File: src/rtl/jk_bank_sequencer_if.sv
// Command/drive bundle between a command source and jk_bank_sequencer.
// The master side issues commands. The slave side is the sequencer, which drives the JK bank.
interface jk_bank_sequencer_if #(
  parameter int unsigned WIDTH = 4,
  parameter int unsigned CNT_W = 4
);
  logic             cmd_valid;
  logic             cmd_ready;
  logic [1:0]       cmd_op;
  logic [WIDTH-1:0] cmd_mask;
  logic [CNT_W-1:0] cmd_count;
  logic             abort;
  logic [WIDTH-1:0] j;
  logic [WIDTH-1:0] k;
  logic [WIDTH-1:0] q;
  logic             busy;
  logic             done;
  logic             aborted;

  modport master (
    output cmd_valid, cmd_op, cmd_mask, cmd_count, abort,
    input  cmd_ready, j, k, q, busy, done, aborted
  );

  modport slave (
    input  cmd_valid, cmd_op, cmd_mask, cmd_count, abort,
    output cmd_ready, j, k, q, busy, done, aborted
  );
endinterface

File: src/rtl/jk_bank_sequencer.sv
// Command-driven sequencer for a bank of JK flops.
// It repeats a masked hold/set/reset/toggle command for a programmed number of cycles and keeps a shadow copy of the bank state.
module jk_bank_sequencer #(
  parameter int unsigned WIDTH = 4,
  parameter int unsigned CNT_W = 4
) (
  input logic                  clk,
  input logic                  clear,
  jk_bank_sequencer_if.slave   bus
);

  typedef enum logic [1:0] {
    IDLE  = 2'd0,
    APPLY = 2'd1,
    DONE  = 2'd2
  } state_t;

  typedef enum logic [1:0] {
    OP_HOLD   = 2'b00,
    OP_SET    = 2'b01,
    OP_RESET  = 2'b10,
    OP_TOGGLE = 2'b11
  } op_t;

  state_t           state;
  op_t              op_r;
  logic [WIDTH-1:0] mask_r;
  logic [CNT_W-1:0] remaining;
  logic [WIDTH-1:0] q_r;
  logic             busy_r;
  logic             done_r;
  logic             aborted_r;

  logic [WIDTH-1:0] j_drv;
  logic [WIDTH-1:0] k_drv;
  logic [WIDTH-1:0] q_next;

  // Abort gates the drive in the same cycle, so the bank holds on the abort edge.
  always_comb begin
    j_drv = '0;
    k_drv = '0;
    if (state == APPLY && !bus.abort) begin
      unique case (op_r)
        OP_SET:    j_drv = mask_r;
        OP_RESET:  k_drv = mask_r;
        OP_TOGGLE: begin
          j_drv = mask_r;
          k_drv = mask_r;
        end
        default: ;
      endcase
    end
  end

  always_comb begin
    q_next = q_r;
    for (int unsigned i = 0; i < WIDTH; i++) begin
      unique case ({j_drv[i], k_drv[i]})
        2'b10:   q_next[i] = 1'b1;
        2'b01:   q_next[i] = 1'b0;
        2'b11:   q_next[i] = ~q_r[i];
        default: q_next[i] = q_r[i];
      endcase
    end
  end

  always_ff @(posedge clk or posedge clear) begin
    if (clear) begin
      state     <= IDLE;
      op_r      <= OP_HOLD;
      mask_r    <= '0;
      remaining <= '0;
      q_r       <= '0;
      busy_r    <= 1'b0;
      done_r    <= 1'b0;
      aborted_r <= 1'b0;
    end else begin
      unique case (state)
        IDLE: begin
          done_r    <= 1'b0;
          aborted_r <= 1'b0;
          if (bus.cmd_valid) begin
            op_r      <= op_t'(bus.cmd_op);
            mask_r    <= bus.cmd_mask;
            remaining <= (bus.cmd_count == '0) ? CNT_W'(1) : bus.cmd_count;
            busy_r    <= 1'b1;
            state     <= APPLY;
          end
        end
        APPLY: begin
          q_r <= q_next;
          if (bus.abort) begin
            done_r    <= 1'b1;
            aborted_r <= 1'b1;
            state     <= DONE;
          end else if (remaining == CNT_W'(1)) begin
            done_r <= 1'b1;
            state  <= DONE;
          end else begin
            remaining <= remaining - CNT_W'(1);
          end
        end
        DONE: begin
          done_r    <= 1'b0;
          aborted_r <= 1'b0;
          busy_r    <= 1'b0;
          state     <= IDLE;
        end
        default: begin
          busy_r <= 1'b0;
          done_r <= 1'b0;
          state  <= IDLE;
        end
      endcase
    end
  end

  assign bus.cmd_ready = (state == IDLE) && !clear;
  assign bus.j         = j_drv;
  assign bus.k         = k_drv;
  assign bus.q         = q_r;
  assign bus.busy      = busy_r;
  assign bus.done      = done_r;
  assign bus.aborted   = aborted_r;

endmodule

File: src/flat_wrapper.sv
// flat-port wrapper written by rule: the top's interface ports become plain ports
module jk_bank_sequencer_flat 
#(
  parameter int unsigned WIDTH = 4,
  parameter int unsigned CNT_W = 4
)
  (clk, clear, bus_cmd_valid, bus_cmd_op, bus_cmd_mask, bus_cmd_count, bus_abort, bus_cmd_ready, bus_j, bus_k, bus_q, bus_busy, bus_done, bus_aborted);
  jk_bank_sequencer_if #(.WIDTH(WIDTH), .CNT_W(CNT_W)) bus_i ();
  input logic clk;
  input logic clear;
  input wire logic [$bits(bus_i.cmd_valid)-1:0] bus_cmd_valid;
  input wire logic [$bits(bus_i.cmd_op)-1:0] bus_cmd_op;
  input wire logic [$bits(bus_i.cmd_mask)-1:0] bus_cmd_mask;
  input wire logic [$bits(bus_i.cmd_count)-1:0] bus_cmd_count;
  input wire logic [$bits(bus_i.abort)-1:0] bus_abort;
  output wire logic [$bits(bus_i.cmd_ready)-1:0] bus_cmd_ready;
  output wire logic [$bits(bus_i.j)-1:0] bus_j;
  output wire logic [$bits(bus_i.k)-1:0] bus_k;
  output wire logic [$bits(bus_i.q)-1:0] bus_q;
  output wire logic [$bits(bus_i.busy)-1:0] bus_busy;
  output wire logic [$bits(bus_i.done)-1:0] bus_done;
  output wire logic [$bits(bus_i.aborted)-1:0] bus_aborted;
  assign bus_i.cmd_valid = bus_cmd_valid;
  assign bus_i.cmd_op = bus_cmd_op;
  assign bus_i.cmd_mask = bus_cmd_mask;
  assign bus_i.cmd_count = bus_cmd_count;
  assign bus_i.abort = bus_abort;
  assign bus_cmd_ready = bus_i.cmd_ready;
  assign bus_j = bus_i.j;
  assign bus_k = bus_i.k;
  assign bus_q = bus_i.q;
  assign bus_busy = bus_i.busy;
  assign bus_done = bus_i.done;
  assign bus_aborted = bus_i.aborted;
  jk_bank_sequencer #(.WIDTH(WIDTH), .CNT_W(CNT_W)) u_core (.clk(clk), .clear(clear), .bus(bus_i));
endmodule
File: config.mk
export PLATFORM = sky130hd
export DESIGN_NAME = jk_bank_sequencer_flat
export DESIGN_NICKNAME = d
export VERILOG_FILES = /design/src/rtl/jk_bank_sequencer_if.sv /design/src/rtl/jk_bank_sequencer.sv /design/src/flat_wrapper.sv
export SDC_FILE = /design/constraint.sdc
export NUM_CORES = 1
export LEC_CHECK = 0
export ABC_AREA = 1
export BUFFER_PORTS_ARGS = -buffer_cell sky130_fd_sc_hd__buf_2
export CAP_MARGIN = 25
export CORE_MARGIN = 8
export CORE_UTILIZATION = 49
export CTS_CLUSTER_SIZE = 10
export DETAILED_ROUTE_END_ITERATION = 8
export HOLD_SLACK_MARGIN = 0.03
export PLACE_DENSITY = 0.87
export RECOVER_POWER = 100
export SETUP_SLACK_MARGIN = 0.4
export SLEW_MARGIN = 20
export SYNTH_ARGS = -nofsm -noshare
export SYNTH_HDL_FRONTEND = slang
export SYNTH_SLANG_ARGS = --single-unit
File: constraint.sdc
create_clock -name clk -period 1.28 [get_ports clk]
set_input_delay 0.128 -clock clk [delete_from_list [all_inputs] [get_ports clk]]
set_output_delay 0.128 -clock clk [all_outputs]
set_load 0.03 [all_outputs]
**Word-level counts from Yosys, hierarchy flattened**

Index checks and enable logic that the tools add are counted.

- Register bits: 19
- Input port bits: 14
- Output and inout bits: 16
- Logic and storage cells: 88

- Add/sub/neg operators: 1
- Equality and inequality tests: 23
- Muxes and demuxes: 24
- Bitwise logic cells: 5
- Reductions and logical operators: 24

Operator list:

| cell | number |
|---|---|
| 2-to-1 mux 4 bit | 8 |
| equality test 2 bit, second input constant | 11 |
| AND reduction 2 bit | 8 |
| equality test 2 x 1 -> 1 bit, second input constant | 6 |
| case mux 1 bit (3 select lines) | 4 |
| nonzero test 3 bit | 4 |
| != test 2 bit, second input constant | 4 |
| case mux 4 bit (2 select lines) | 1 |
| 2-to-1 mux 2 bit | 3 |
| OR reduction 2 bit | 3 |
| 2-to-1 mux 1 bit | 5 |
| NOT 1 bit | 5 |
| equality test 4 x 1 -> 1 bit, second input constant | 1 |
| logical NOT 4 bit | 1 |
| case mux 1 bit (2 select lines) | 2 |
| case mux 2 bit (2 select lines) | 1 |
| AND reduction 4 bit | 1 |
| nonzero test 2 bit | 2 |
| subtractor 4 x 1 -> 4 bit, second input constant | 1 |
| != test 3 bit, second input constant | 1 |
| logical AND 1 bit | 2 |
| logical NOT 1 bit | 2 |
| logical NOT 2 bit | 1 |

**Logic depth before layout (Yosys ltp)**

- Depth after elaboration: 7
- Depth in mapped cells: 8
- Depth with buffers taken out: 8

**Least setup slack after synthesis**

OpenSTA, ideal clock, no wires.

- Kind: register to output
- Start: reg u_core.state[1]
- End: out bus_k[1]
- Arrival: 1233 ps
- Data required time: 1152 ps
- Path slack: -81 ps
- Stages on the path, launching flop included: 6
- Path buffers: 0
- Cells stage by stage: dfrtp_1 nor2_4 nand2_4 nor2_4 inv_2 nor2_1

- Longest elaborated chain between the ends: 3

RTL lines:

| what | line | RTL |
|---|---|---|
| from (decl) | jk_bank_sequencer.sv:25 | `state_t state;` |
| from (signal assigned) | jk_bank_sequencer.sv:69 | `state <= IDLE;` |
| from (signal assigned) | jk_bank_sequencer.sv:87 | `state <= APPLY;` |
| from (signal assigned) | jk_bank_sequencer.sv:95 | `state <= DONE;` |
| equality test 2 x 1 -> 1 bit | jk_bank_sequencer.sv:42 | `if (state == APPLY && !bus.abort) begin` |
| logical AND 1 bit | jk_bank_sequencer.sv:42 |  |
| 2-to-1 mux 4 bit | jk_bank_sequencer.sv:42 |  |
| to (decl) | flat_wrapper.sv:18 | `output wire logic [$bits(bus_i.k)-1:0] bus_k;` |

No other way between the ends.

**Final worst setup path**

- Start: reg u_core.state[0]
- End: out bus_j[0]

- Longest elaborated chain between the ends: 3

RTL lines:

| what | line | RTL |
|---|---|---|
| equality test 2 x 1 -> 1 bit | jk_bank_sequencer.sv:42 |  |
| logical AND 1 bit | jk_bank_sequencer.sv:42 |  |
| 2-to-1 mux 4 bit | jk_bank_sequencer.sv:42 |  |
| to (decl) | flat_wrapper.sv:17 | `output wire logic [$bits(bus_i.j)-1:0] bus_j;` |

No other way between the ends.

==> metrics.csv <==
metric;value;unit
cts_tree;built;
antenna_found_initial;0;
netlist_area;993.5;µm²
violations;negative hold slack, negative setup slack;
synth_seq_cells;19;
grt_pass1_wl;4.802;mm
area_growth_syn_to_layout;66.12;%
num_io_pins;30;
seq_area_frac_synth;47.86;%
dp_hpwl;1.818;mm
regToRegSetupSlack;-0.08;ns
relSlewSlack;65.78;%
ant_nets;0;
critPathLaunchType;flip-flop;
hold_viol;13;
multi_input_area;598.1;µm²
drv_slew;0;
seqCellArea;478.0;µm²
grt_pass1_vias;1114;
dp_slack;0.001425;ns
yosysTopAreaCellShare;47.86;%
yosys_warnings;0;
setup_ws;-0.3220;ns
firstDrtPassIters;4;
path_cells;inv_2 -> nor2_4 -> nand2_4 -> nor2_4 -> nand2_2 -> inv_2 -> buf_6;
drt_iter0_drc;47;
crit_path_max_fanout;4;
synth_top_area_cell;dfrtp_1;
instances_no_fill;213;
rr_endpoint;u_core.remaining[2];
worst_slew_pin_slew;0.5128;ns
setup_viol;17;
cts-root-buf;clkbuf_4;
power_density;2511;mW/mm²
drc;0;
finalNetCount;203;
crit_family;simple AND/OR/NAND/NOR gates;
num_vias;1041;
n_antenna_cell;0;
reg2reg_depth;9;
grt_start_max_net_pins;15;
post_drt_wl_per_cell;15.52;µm
cpPeakStageDelay;0.39;ns
vias_per_cell;4.887;
synth_edf_count;0;
clk_latency;0.31;ns
cp.arrival;1.47;ns
core_area;0.001942;mm²
period_minus_slack;1.602;ns
initial_core_util;51.16;%
ys.flop_type;dfrtp_1;
syn_inst;130;
synth.distinct_cells;18;
totalWireLength;3.306;mm
final_layout_size_suffix_gt1_share;53.23;%
synth_commonest_cells;nand2_1 (31), inv_1 (26), dfrtp_1 (19), nand3_1 (12), nor2_1 (12);
port_buffers;29;
final.fill_count;110;
hp-class;input pin to async pin;
numCtsBuffers;3;
period_share;125.2;%
cap_violations;0;
grt.total_usage;16.87;%
status;finished, violations left;
holdWs;-0.1471;ns
crit_type;flip-flop to output pin;
rsz0062_at_grt;true;
synthArstFlopShare;100.0;%
irDropWorstVdd;0.001932;V
yosysMostFrequentCell;nand2_1;
synth_nets;146;
die_h;61.03;µm
grt_overflow;0;
crit_required;1.15;ns
worstPathBufferInverterCount;3;
r2r_start;u_core.state[1];
die_area;0.003724;mm²
synth_area_leaders;dfrtp_1 (48%), nand2_1 (12%), inv_1 (9.8%), nand3_1 (6.0%), nor2_1 (4.5%);
path_clk_slew;0.12;ns
p_leak;0.8458;nW
cts_max_level;1;
cts_sinks;19;
fmax;0.6242;GHz
rows;16;
place.gp.congestion;0.8474;
clock_path_buffers;2;
die_w;61.03;µm
syn_area_per_cell;7.642;µm²
finClkSkew;0.006035;ns
slowest_stage;dfrtp_2;
place_inst;190;
cp-end-kind;output pin;
state kept, by name, indices dropped and copies added, names as in the netlist:
register,flops
u_core.state,2
u_core.bus.done,1
u_core.bus.aborted,1
u_core.bus.busy,1
u_core.op_r,2
u_core.mask_r,4
u_core.remaining,4
u_core.bus.q,4
how the worst max path moves through the flow:
| stage | slack [ns] | to | start | cells after the start |
|---|---|---|---|---|
| floorplan | 0.09 | bus_k[1] | u_core.state[1] | 5 |
| global placement | 0.04 | bus_j[0] | u_core.state[1] | 6 |
| detailed placement | 0.001 | bus_j[0] | u_core.state[1] | 6 |
| CTS | -0.27 | bus_j[3] | u_core.state[0] | 7 |
| global route | -0.40 | bus_j[0] | u_core.state[0] | 7 |
| finish | -0.32 | bus_j[0] | u_core.state[0] | 7 |
through the flow:
| step | TNS (ns) | instance area [µm²] | hold WS, ns | utilization (%) | total power (W) |
|---|---|---|---|---|---|
| after floorplan | 0 | 1101 | 0.07899 | - | 0.002511 |
| after global routing | -4.303 | 1650 | -0.1050 | 84.99 | 0.004429 |
| after global placement | 0 | 1306 | 0.1955 | 67.27 | 0.002908 |
| final | -2.843 | 1650 | -0.1471 | 84.99 | 0.004144 |
| after CTS | -2.066 | 1551 | -0.1257 | 79.90 | 0.003823 |
| after detailed placement | 0 | 1306 | 0.2176 | 67.27 | 0.002975 |
report_power, final:
group / switching (W) / total [W] / leakage (nW) / internal [W]
Combinational: 0.00161 / 0.00271 / 0.609 / 0.00109
Sequential: 0.000223 / 0.00111 / 0.219 / 0.000887
Clock: 0.000212 / 0.000329 / 0.0177 / 0.000117
Total: 0.00205 / 0.00414 / 0.846 / 0.00210
kinds of logic after synthesis:
logic type,share of synthesized area (%)
buf+inv,11.71
simple gates,31.74
flops,47.86
fa+ha+maj,2.518
compound gates,6.170
per-layer routing:
| metal | GRT usage [%] | vias up | share of wire (%) |
|---|---|---|---|
| li1 | - | 502 | - |
| met1 | 18.30 | 496 | 40 |
| met2 | 30.75 | 37 | 52 |
| met3 | 4.802 | 6 | 6.0 |
| met4 | 4.983 | 0 | 1.3 |
| met5 | 0 | - | 0 |
cell type report:
| class | instances | share of cell area (%) |
|---|---|---|
| sequential | 19 | 28.96 |
| timing repair buffer | 52 | 23.88 |
| clock buffer | 3 | 1.365 |
| multi-input combinational | 82 | 36.24 |
| tap | 27 | 2.047 |
| inverter | 29 | 7.202 |
| clock inverter | 1 | 0.3033 |
what timing repair did:
item / CTS / global route
pin swaps: 7 / 15
resized for setup: 41 / 23
setup buffers: 11 / 7
cloned: 0 / 1
setup endpoints to repair: 35 / 35
endpoints found under the hold margin: 13 / 13
cell usage in the layout, fill, tap and decap left out:
cell type / instances
nand2_1: 27
inv_1: 20
buf_6: 18
dfrtp_1: 17
buf_2: 12
buf_4: 12
nor2_4: 10
clkbuf_1: 7
inv_2: 6
nand3_2: 6
nand3_1: 6
nand2_2: 5
a21oi_2: 5
nor2_2: 4
o21ai_1: 4
nand2_4: 3
nor2_1: 3
clkbuf_4: 3
clkbuf_2: 3
nand2_8: 2
a21oi_1: 2
inv_4: 2
ha_4: 2
dfrtp_2: 2
inv_6: 1
a31oi_1: 1
or2_2: 1
nor3_4: 1
clkinv_2: 1
Note: power is estimated with default switching activity, not from simulation.
